**src/rtl/rom_fetch_sequencer_if.sv**
```systemverilog
// rom_fetch_sequencer_if
//   Bundles the two buses of the ROM fetch sequencer:
//     ROM side    : rom_addr, rom_en (to ROM), rom_data (from ROM)
//     stream side : data_out, data_valid (to consumer), data_ready (from consumer)
//   master = sequencer view, slave = ROM + downstream consumer view.
interface rom_fetch_sequencer_if #(
    parameter int ROM_WIDTH     = 8,
    parameter int ROM_ADDR_BITS = 8
);
    logic [ROM_ADDR_BITS-1:0] rom_addr;
    logic                     rom_en;
    logic [ROM_WIDTH-1:0]     rom_data;
    logic [ROM_WIDTH-1:0]     data_out;
    logic                     data_valid;
    logic                     data_ready;

    modport master (
        output rom_addr, rom_en, data_out, data_valid,
        input  rom_data, data_ready
    );

    modport slave (
        input  rom_addr, rom_en, data_out, data_valid,
        output rom_data, data_ready
    );
endinterface

```
**src/rtl/rom_fetch_sequencer.sv**
```systemverilog
// rom_fetch_sequencer
//   Reads a synchronous (1-cycle registered) lookup ROM at a prescaled rate,
//   stepping the address up or down with wrap-around, and presents each word
//   on a VALID/READY stream.
// Ports
//   clk          system clock, posedge
//   rst_n        asynchronous active-low reset
//   run_i        prescaler counts when 1, holds when 0
//   dir_i        1 = step up, 0 = step down (used only on handshake)
//   load_i       load load_addr_i, abort any fetch in flight
//   load_addr_i  address to load
//   bus          master side of rom_fetch_sequencer_if (ROM + output stream)
module rom_fetch_sequencer #(
    parameter int ROM_WIDTH     = 8,
    parameter int ROM_ADDR_BITS = 8,
    parameter int TICK_DIV      = 100000000
) (
    input  logic                     clk,
    input  logic                     rst_n,
    input  logic                     run_i,
    input  logic                     dir_i,
    input  logic                     load_i,
    input  logic [ROM_ADDR_BITS-1:0] load_addr_i,
    rom_fetch_sequencer_if.master    bus
);
    localparam int CNT_W = $clog2(TICK_DIV + 1);

    typedef enum logic [1:0] {IDLE, FETCH, CAPTURE, PRESENT} state_e;

    state_e                   state_q;
    logic [CNT_W-1:0]         cnt_q, cnt_d;
    logic                     pend_q, pend_d;
    logic [ROM_ADDR_BITS-1:0] addr_q;
    logic [ROM_WIDTH-1:0]     dout_q;
    logic                     valid_q;
    logic                     tick;
    logic                     hs;

    assign tick = run_i && (cnt_q == CNT_W'(TICK_DIV - 1));
    assign hs   = valid_q && bus.data_ready;

    // Prescaler: free-running while run_i, frozen otherwise; LOAD leaves it alone.
    always_comb begin
        cnt_d = cnt_q;
        if (run_i) cnt_d = tick ? '0 : cnt_q + CNT_W'(1);
    end

    // Single pending slot: consumed when IDLE starts a fetch (a tick in that
    // same cycle is dropped), otherwise any tick sets it. LOAD re-arms it.
    always_comb begin
        pend_d = pend_q;
        if (load_i)                          pend_d = 1'b1;
        else if (state_q == IDLE && pend_q)  pend_d = 1'b0;
        else if (tick)                       pend_d = 1'b1;
    end

    always_ff @(posedge clk or negedge rst_n) begin
        if (!rst_n) begin
            cnt_q  <= '0;
            pend_q <= 1'b1;
        end else begin
            cnt_q  <= cnt_d;
            pend_q <= pend_d;
        end
    end

    always_ff @(posedge clk or negedge rst_n) begin
        if (!rst_n) begin
            state_q <= IDLE;
            addr_q  <= '0;
            dout_q  <= '0;
            valid_q <= 1'b0;
        end else if (load_i) begin
            // LOAD beats a same-cycle handshake; dout_q deliberately kept.
            state_q <= IDLE;
            addr_q  <= load_addr_i;
            valid_q <= 1'b0;
        end else begin
            case (state_q)
                IDLE:    if (pend_q) state_q <= FETCH;
                FETCH:   state_q <= CAPTURE;
                CAPTURE: begin
                    dout_q  <= bus.rom_data;
                    valid_q <= 1'b1;
                    state_q <= PRESENT;
                end
                PRESENT: if (hs) begin
                    valid_q <= 1'b0;
                    addr_q  <= dir_i ? addr_q + ROM_ADDR_BITS'(1)
                                     : addr_q - ROM_ADDR_BITS'(1);
                    state_q <= IDLE;
                end
                default: state_q <= IDLE;
            endcase
        end
    end

    assign bus.rom_addr   = addr_q;
    assign bus.rom_en     = (state_q == FETCH);
    assign bus.data_out   = dout_q;
    assign bus.data_valid = valid_q;
endmodule

```
**src/flat_wrapper.sv**
```systemverilog
// flat-port wrapper written by rule: the top's interface ports become plain ports
module rom_fetch_sequencer_flat 
#(
    parameter int ROM_WIDTH     = 8,
    parameter int ROM_ADDR_BITS = 8,
    parameter int TICK_DIV      = 100000000
)
  (clk, rst_n, run_i, dir_i, load_i, load_addr_i, bus_rom_addr, bus_rom_en, bus_data_out, bus_data_valid, bus_rom_data, bus_data_ready);
  rom_fetch_sequencer_if #(.ROM_WIDTH(ROM_WIDTH), .ROM_ADDR_BITS(ROM_ADDR_BITS)) bus_i ();
  input  logic clk;
  input  logic rst_n;
  input  logic run_i;
  input  logic dir_i;
  input  logic load_i;
  input  logic [ROM_ADDR_BITS-1:0] load_addr_i;
  output wire logic [$bits(bus_i.rom_addr)-1:0] bus_rom_addr;
  output wire logic [$bits(bus_i.rom_en)-1:0] bus_rom_en;
  output wire logic [$bits(bus_i.data_out)-1:0] bus_data_out;
  output wire logic [$bits(bus_i.data_valid)-1:0] bus_data_valid;
  input wire logic [$bits(bus_i.rom_data)-1:0] bus_rom_data;
  input wire logic [$bits(bus_i.data_ready)-1:0] bus_data_ready;
  assign bus_rom_addr = bus_i.rom_addr;
  assign bus_rom_en = bus_i.rom_en;
  assign bus_data_out = bus_i.data_out;
  assign bus_data_valid = bus_i.data_valid;
  assign bus_i.rom_data = bus_rom_data;
  assign bus_i.data_ready = bus_data_ready;
  rom_fetch_sequencer #(.ROM_WIDTH(ROM_WIDTH), .ROM_ADDR_BITS(ROM_ADDR_BITS), .TICK_DIV(TICK_DIV)) u_core (.clk(clk), .rst_n(rst_n), .run_i(run_i), .dir_i(dir_i), .load_i(load_i), .load_addr_i(load_addr_i), .bus(bus_i));
endmodule
```
**config.mk**
```make
export PLATFORM = sky130hd
export DESIGN_NAME = rom_fetch_sequencer_flat
export DESIGN_NICKNAME = d
export VERILOG_FILES = /design/src/rtl/rom_fetch_sequencer_if.sv /design/src/rtl/rom_fetch_sequencer.sv /design/src/flat_wrapper.sv
export SDC_FILE = /design/constraint.sdc
export NUM_CORES = 1
export LEC_CHECK = 0
export CELL_PAD_IN_SITES_DETAIL_PLACEMENT = 1
export CELL_PAD_IN_SITES_GLOBAL_PLACEMENT = 2
export CORE_ASPECT_RATIO = 1.5
export CORE_MARGIN = 10
export CORE_UTILIZATION = 34
export DETAILED_ROUTE_END_ITERATION = 10
export PLACE_DENSITY = 0.83
export SETUP_SLACK_MARGIN = 0.15
export SLEW_MARGIN = 20
export SYNTH_ARGS = -nofsm -noshare
export SYNTH_HDL_FRONTEND = slang
export SYNTH_SLANG_ARGS = --single-unit
```
**constraint.sdc**
```tcl
create_clock -name clk -period 2.7 [get_ports clk]
set_clock_uncertainty 0.05 [all_clocks]
set_input_delay 0.27 -clock clk [delete_from_list [all_inputs] [get_ports clk]]
set_output_delay 0.27 -clock clk [all_outputs]
set_load 0.05 [all_outputs]
```
==> results of run 1 <==
## state kept, by name (all words and copies together), names as in the netlist
| name | cells |
|---|---|
| u_core.bus.rom_addr | 8 |
| u_core.bus.data_valid | 1 |
| u_core.state_q | 2 |
| u_core.pend_q | 1 |
| u_core.cnt_q | 27 |
| u_core.bus.data_out | 8 |
## power by group through the flow
stage	Clock (W)	Combinational, W	Sequential (W)
after floorplan	0	0.000364	0.00121
after global placement	0	0.000913	0.000964
after detailed placement	0	0.000930	0.000972
after CTS	0.000750	0.000935	0.000957
after global routing	0.000771	0.00100	0.000981
final	0.000726	0.000919	0.000957
## cells in the mapped netlist, drive strengths merged, types with 3 or more instances
cell / number
xnor2: 11
a211oi: 5
nand2b: 3
nand4: 6
nor4: 8
clkbuf: 8
nor3: 3
inv: 9
dfrtp: 46
or4: 5
mux2: 9
o21ai: 19
xor2: 8
o211ai: 3
nand3: 14
a21oi: 14
and3: 5
nand3b: 3
nor2b: 3
ha: 12
nor3b: 6
nor2: 19
nand2: 20
and4: 3
a21o: 3
## worst max-delay path: stages (launching register included)
cell and delay, ns:
dfrtp_1 0.48, nand4_2 0.21, or4_1 0.53, nor4_2 0.47, buf_4 0.23, nand3b_1 0.10, o21ai_0 0.08
## per-stage QoR
step	area, um^2	instances	worst slack [ns]
after floorplan	2620	264	0.680
after global placement	3140	402	0.342
after detailed placement	3140	402	0.301
after CTS	3320	411	0.407
after global routing	3320	411	0.255
final	3320	411	0.425
## worst max path at each step
stage / slack, ns / to / cells past startpoint
after floorplan: 0.68 / u_core.bus.rom_addr[4]$_DFFE_PN0P_ / 5
final: 0.43 / u_core.cnt_q[1]$_DFFE_PN0P_ / 6
after global placement: 0.34 / u_core.bus.rom_addr[6]$_DFFE_PN0P_ / 8
after detailed placement: 0.30 / u_core.bus.rom_addr[5]$_DFFE_PN0P_ / 8
after global routing: 0.25 / u_core.cnt_q[1]$_DFFE_PN0P_ / 6
after CTS: 0.41 / u_core.cnt_q[1]$_DFFE_PN0P_ / 6
## cell type report
cell class	count	area, um^2	area share
timing repair buffer	47	448	0.135
sequential	47	1180	0.355
inverter	9	33.8	0.0102
clock buffer	5	125	0.0377
multi-input combinational	198	1360	0.410
tap	102	128	0.0384
clock inverter	3	47.5	0.0143
## logic make-up after synthesis
kind of cell	count (synthesis)	share of synthesized area
compound gates	50	0.113
xor+xnor	19	0.0635
fa+ha+maj	13	0.0649
buf+inv	19	0.0315
flops	47	0.449
mux	11	0.0463
simple gates	105	0.232
## per-layer routing
layer / track usage / up-vias
met1: 0.126 / 1082
met3: 0.0223 / 11
met2: 0.216 / 34
li1: - / 1038
met4: 0.0472 / 0
met5: 0 / -
## timing repair
action                                  in CTS  in global routing
endpoints found under the hold margin       19                  0
hold buffers                                 1                  0
endpoints found under the setup margin       0                  0
==> qor.yml, run 1 <==
path_clk_slew_ns: 0.07
rsz0062_at_grt: "false"
hold_ws_ns: 0.425
endpoint_kind: "flip-flop"
finalPower_w: 0.00260
rrSetupSlack_ns: 0.43
synthTopCellsByArea: "dfrtp_1, ha_1, mux2_2, xnor2_1, o21ai_0"
hp-class: "input port to asynchronous set/reset pin"
p_clk_frac: 0.279
area_growth_syn_to_layout_pct: 26.7
syn_avg_cell_area_um2: 9.92
rr_worst_depth: 6
gp_congestion: 0.802
io_pins: 40
seq_area_frac_synth: 0.449
r2r-start: "u_core.cnt_q[13]$_DFFE_PN0P_"
ctsLongestPathBuffers: 2
antenna_found_initial: 0
postRouteWirelength_um: 6700
required_ns: 2.82
cts_num_sinks: 47
num_rows: 39
yosys.area.top_type: "dfrtp_1"
fin_util: 0.439
num_vias: 2165
overflow: 0
nets: 343
wl_met2_um: 3600
core_area_um2: 7560
critPathMaxFanout: 7
fmax_mhz: 440
die_x_um: 91.7
grt_max_degree: 22
combPwrFrac: 0.353
wl_met1_um: 2730
period_minus_slack_ns: 2.27
cellLeakagePower_nw: 1.40
async_flop_share: 1.00
synth-main-ff-cell: "dfrtp_1"
drv_slew: 0
status: "finished, final reports clean"
relSlewSlack: 0.577
final_common_cell: "dfrtp_1"
syn_nets: 299
timing.final.crit_share: 0.843
hold_viol_final: 0
ys_warn_count: 0
power.switching_w: 0.000953
syn_area_um2: 2620
crit_start: "u_core.cnt_q[13]$_DFFE_PN0P_"
synth_edf_count: 0
via_per_inst: 5.27
cts_tree: "yes"
grtUsageTotal: 0.117
rr_endpoint: "u_core.cnt_q[1]$_DFFE_PN0P_"
worst_pin_slew_ns: 0.628
cts_made_buffers: 5
power.density_nw_per_um2: 784
n_fill_cell: 863
cap_violations: 0
yosysTopAreaCellShare: 0.439
cts_root_buf: "clkbuf_16"
p_int_w: 0.00165
wl_per_cell_um: 16.3
cts_resized: 0
start_kind: "flip-flop"
dr.pass1.iters: 4
post_cts.repair.setup_buffers: 0
dieArea_um2: 11700
htreeDepth: 2
grt_pass1_wl_um: 11400
portBuffers: 39
finalSetupViolCount: 0
diodes: 0
drtAntennaViolNets: 0
start_util: 0.346
swShare: 0.366
ys_ff_latch: 47
ir_drop_v: 0.000339
critPathArrivalTime_ns: 2.40
mostFrequentLayoutCells: "dfrtp_1, clkdlybuf4s50_1, nand2_1"
worstSkewPairLatency_ns: 0.29
fin_tns_setup_ns: 0
dr_wl_met3_um: 243
top_layer: "met4"
hpwl_um: 5140
synth.distinct_cells: 45
sequentialPowerShare: 0.368
route.detailed.drc: 0
synthCells: 264
drtIter0Drc: 59
die_h_um: 128
path_class: "flip-flop to flip-flop"
final_layout_size_suffix_gt1_frac: 0.113
grt_pass1_vias: 2339
(Power assumes the default switching activity.)
==> inputs of run 2 (changes only) <==
Clock period 2.7 ns to 2.1 ns, I/O delays scaled along.
==> qor.yml, run 2 (synthesis gave the netlist of run 1 again) <==
cts_root_buf: "clkbuf_16"
design_area_um2: 3490
mostFrequentLayoutCells: "dfrtp_1, clkdlybuf4s50_1, buf_4"
rsz0062_at_grt: "true"
worst_slack_ns: 0.151
diodes: 0
fmax_mhz: 513
dieArea_um2: 11700
worstSkewPairLatency_ns: 0.29
wl_per_cell_um: 15.9
wl_met1_um: 2590
final_layout_size_suffix_gt1_frac: 0.197
register_area_um2: 1180
ctsLongestPathBuffers: 2
drtIter0Drc: 54
n_fill_cell: 855
hpwl_um: 5130
largest_register_ff_count: 27
cellLeakagePower_nw: 1.51
path_clk_slew_ns: 0.07
path_class: "flip-flop to flip-flop"
dr_wl_met3_um: 258
worst_pin_slew_ns: 0.625
start_kind: "flip-flop"
via_per_inst: 5.11
htreeDepth: 2
cts_made_buffers: 5
top_layer: "met4"
timing.final.crit_share: 0.928
wl_met2_um: 3880
dr.pass1.iters: 4
grtUsageTotal: 0.123
core_area_um2: 7560
nets: 364
io_pins: 40
postRouteWirelength_um: 6860
num_vias: 2209
hp-class: "input port to flip-flop"
place_area_um2: 3270
finalSetupViolCount: 0
overflow: 0
die_h_um: 128
area_growth_syn_to_layout_pct: 33.2
portBuffers: 39
drtAntennaViolNets: 0
status: "finished, final reports clean"
endpoint_kind: "flip-flop"
antenna_found_initial: 0
hold_viol_final: 0
drv_slew: 0
route.detailed.drc: 0
grt_pass1_vias: 2430
cts_num_sinks: 47
relSlewSlack: 0.583
num_rows: 39
grt_pass1_wl_um: 11800
start_util: 0.346
required_ns: 2.27
final_common_cell: "dfrtp_1"
pre_cts_slack_ns: -0.138
die_x_um: 91.7
grt_max_degree: 48
gp_congestion: 0.794
fin_util: 0.462
critPathMaxFanout: 8
ir_drop_v: 0.000630
cap_violations: 0
power.density_nw_per_um2: 936
cts_tree: "yes"
regMostFlops: "u_core.cnt_q"
critPathArrivalTime_ns: 2.12
period_minus_slack_ns: 1.95
multi_input_area_um2: 1390
run 2: changes by cell type in the layout (fill, tap and decap cells not counted), moves of 2 or more:
cell | before | now
dfrtp_1 | 46 | 43
buf_4 | 7 | 29
nor4_1 | 6 | 4
dfrtp_2 | 0 | 3
run 2: worst paths after layout:
kind	start	endpoint	slack, ns	cells after the start
max	u_core.cnt_q[14]$_DFFE_PN0P_	u_core.cnt_q[21]$_DFFE_PN0P_	0.15	5
min	load_addr_i[1]	u_core.bus.rom_addr[1]$_DFFE_PN0P_	0.43	3
max reg2reg	u_core.cnt_q[14]$_DFFE_PN0P_	u_core.cnt_q[21]$_DFFE_PN0P_	0.15	5
min reg2reg	u_core.cnt_q[6]$_DFFE_PN0P_	u_core.cnt_q[6]$_DFFE_PN0P_	0.45	1
max in group asynchronous	rst_n	u_core.bus.rom_addr[0]$_DFFE_PN0P_	1.03	3
min in group asynchronous	rst_n	u_core.cnt_q[14]$_DFFE_PN0P_	0.51	3
run 2: what timing repair did:
item	4_1_cts	5_1_grt
pin swaps	1	0
endpoints found under the hold margin	38	0
endpoints found under the setup margin	7	16
setup buffers	2	1
gates resized for setup	1	7
hold buffers	1	0
run 2: stage by stage:
stage               instances  hold slack [ns]  power [W]  TNS (ns)
floorplan                 264           -0.136    0.00203         0
global placement          420            0.309    0.00244    -0.206
detailed placement        420            0.312    0.00246    -0.429
CTS                       431            0.424    0.00333         0
global route              432            0.444    0.00347         0
finish                    432            0.432    0.00327         0
run 2: critical path, stage by stage (launching register included):
cell and delay [ns]:
dfrtp_1 0.37, nand4_2 0.14, buf_4 0.17, or4_4 0.49, or4_4 0.51, a21oi_2 0.14
run 2: final cells by class:
type | instances | share of cell area
clock buffer | 7 | 0.0409
sequential | 47 | 0.338
inverter | 9 | 0.00968
clock inverter | 1 | 0.00251
tap | 102 | 0.0366
multi-input combinational | 198 | 0.399
timing repair buffer | 68 | 0.173
run 2: metal layers:
layer,vias to the layer above,GRT usage
li1,1078,-
met1,1095,0.123
met2,28,0.235
met3,8,0.0287
met4,0,0.0481
met5,-,0
run 2: where the power goes:
part | leakage, nW | total, W | internal [W] | switching [W]
Combinational | 0.851 | 0.00120 | 0.000491 | 0.000713
Clock | 0.0741 | 0.000833 | 0.000477 | 0.000355
Sequential | 0.585 | 0.00123 | 0.00108 | 0.000145
==> inputs of run 3 (changes only) <==
Settings changed: CAP_MARGIN set to 20, MAX_ROUTING_LAYER set to met4.
==> qor.yml, run 3 (synthesis gave the netlist of run 1 again) <==
diodes: 0
cts_made_buffers: 5
core_area_um2: 7560
pre_cts_slack_ns: -0.138
route.detailed.drc: 0
hold_viol_final: 0
fmax_mhz: 513
finalSetupViolCount: 0
grt_pass1_vias: 2432
htreeDepth: 2
final_layout_size_suffix_gt1_frac: 0.197
start_kind: "flip-flop"
cts_tree: "yes"
gp_congestion: 0.805
power.density_nw_per_um2: 935
via_per_inst: 5.11
mostFrequentLayoutCells: "dfrtp_1, clkdlybuf4s50_1, buf_4"
dr.pass1.iters: 4
antenna_found_initial: 0
status: "finished, final reports clean"
cts_num_sinks: 47
drtIter0Drc: 52
grt_max_degree: 48
worst_slack_ns: 0.151
area_growth_syn_to_layout_pct: 33.2
io_pins: 40
hold_ws_ns: 0.431
rsz0062_at_grt: "true"
portBuffers: 39
die_x_um: 91.7
required_ns: 2.27
path_clk_slew_ns: 0.07
endpoint_kind: "flip-flop"
worst_pin_slew_ns: 0.623
hpwl_um: 5130
grt_use_met2: 0.235
largest_register_ff_count: 27
postRouteWirelength_um: 6840
grtUsageMet3: 0.0287
overflow: 0
worstSkewPairLatency_ns: 0.29
grt_pass1_wl_um: 11700
critPathArrivalTime_ns: 2.12
drv_slew: 0
cap_violations: 0
design_area_um2: 3490
wl_per_cell_um: 15.8
place_area_um2: 3270
num_rows: 39
timing.final.crit_share: 0.928
grtUsageTotal: 0.126
drtAntennaViolNets: 0
relSlewSlack: 0.585
nets: 364
grtUsageMet1: 0.123
final_common_cell: "dfrtp_1"
regMostFlops: "u_core.cnt_q"
critPathMaxFanout: 8
cellLeakagePower_nw: 1.51
start_util: 0.346
cts_root_buf: "clkbuf_16"
die_h_um: 128
path_class: "flip-flop to flip-flop"
period_minus_slack_ns: 1.95
fin_util: 0.462
ir_drop_v: 0.000630
ctsLongestPathBuffers: 2
num_vias: 2206
dieArea_um2: 11700
top_usage_layer: "met2"
n_fill_cell: 855
hp-class: "input port to flip-flop"
[run 3: cell counts in the layout (fill, tap and decap cells not counted)]
No cell type changed its count.
[run 3: per-stage QoR]
stage | TNS, ns | total power (W) | instances
3_5_place_dp | -0.429 | 0.00246 | 420
6_report | 0 | 0.00327 | 432
2_1_floorplan | 0 | 0.00203 | 264
3_3_place_gp | -0.206 | 0.00244 | 420
5_1_grt | 0 | 0.00347 | 432
4_1_cts | 0 | 0.00333 | 431
[run 3: worst max-delay path: stages (launching register included)]
cell and delay (ns):
dfrtp_1 0.37, nand4_2 0.14, buf_4 0.17, or4_4 0.49, or4_4 0.51, a21oi_2 0.14
[run 3: timing repair]
| item | 4_1_cts | 5_1_grt |
|---|---|---|
| endpoints found under the setup margin | 7 | 16 |
| pin swaps | 1 | 0 |
| resized for setup | 1 | 7 |
| setup buffers | 2 | 1 |
| hold buffers | 1 | 0 |
| hold endpoints to repair | 38 | 0 |
[run 3: cell type report]
type	instances	area, um^2	area share
sequential	47	1180	0.338
timing repair buffer	68	603	0.173
multi-input combinational	198	1390	0.399
clock inverter	1	8.76	0.00251
clock buffer	7	143	0.0409
inverter	9	33.8	0.00968
tap	102	128	0.0366
[run 3: per-layer routing]
metal / vias up / part of all wire / routed length, um
met5: - / 0 / 0
met4: 0 / 0.019 / 128
met3: 8 / 0.038 / 258
met2: 28 / 0.57 / 3880
met1: 1093 / 0.38 / 2570
li1: 1077 / - / -
[run 3: final timing paths]
kind                                              start                                 end  slack, ns  cells past startpoint
min                                      load_addr_i[3]  u_core.bus.rom_addr[3]$_DFFE_PN0P_       0.43                      3
max                        u_core.cnt_q[14]$_DFFE_PN0P_        u_core.cnt_q[21]$_DFFE_PN0P_       0.15                      5
max in group asynchronous                         rst_n  u_core.bus.rom_addr[0]$_DFFE_PN0P_       1.04                      3
min reg2reg                 u_core.cnt_q[6]$_DFFE_PN0P_         u_core.cnt_q[6]$_DFFE_PN0P_       0.45                      1
min in group asynchronous                         rst_n        u_core.cnt_q[14]$_DFFE_PN0P_       0.51                      3
max reg2reg                u_core.cnt_q[14]$_DFFE_PN0P_        u_core.cnt_q[21]$_DFFE_PN0P_       0.15                      5
[run 3: where the power goes]
| group | switching [W] | internal, W | total, W | leakage [nW] |
|---|---|---|---|---|
| Clock | 0.000356 | 0.000477 | 0.000833 | 0.0741 |
| Sequential | 0.000145 | 0.00108 | 0.00123 | 0.585 |
| Combinational | 0.000712 | 0.000491 | 0.00120 | 0.851 |
| Total | 0.00121 | 0.00205 | 0.00327 | 1.51 |
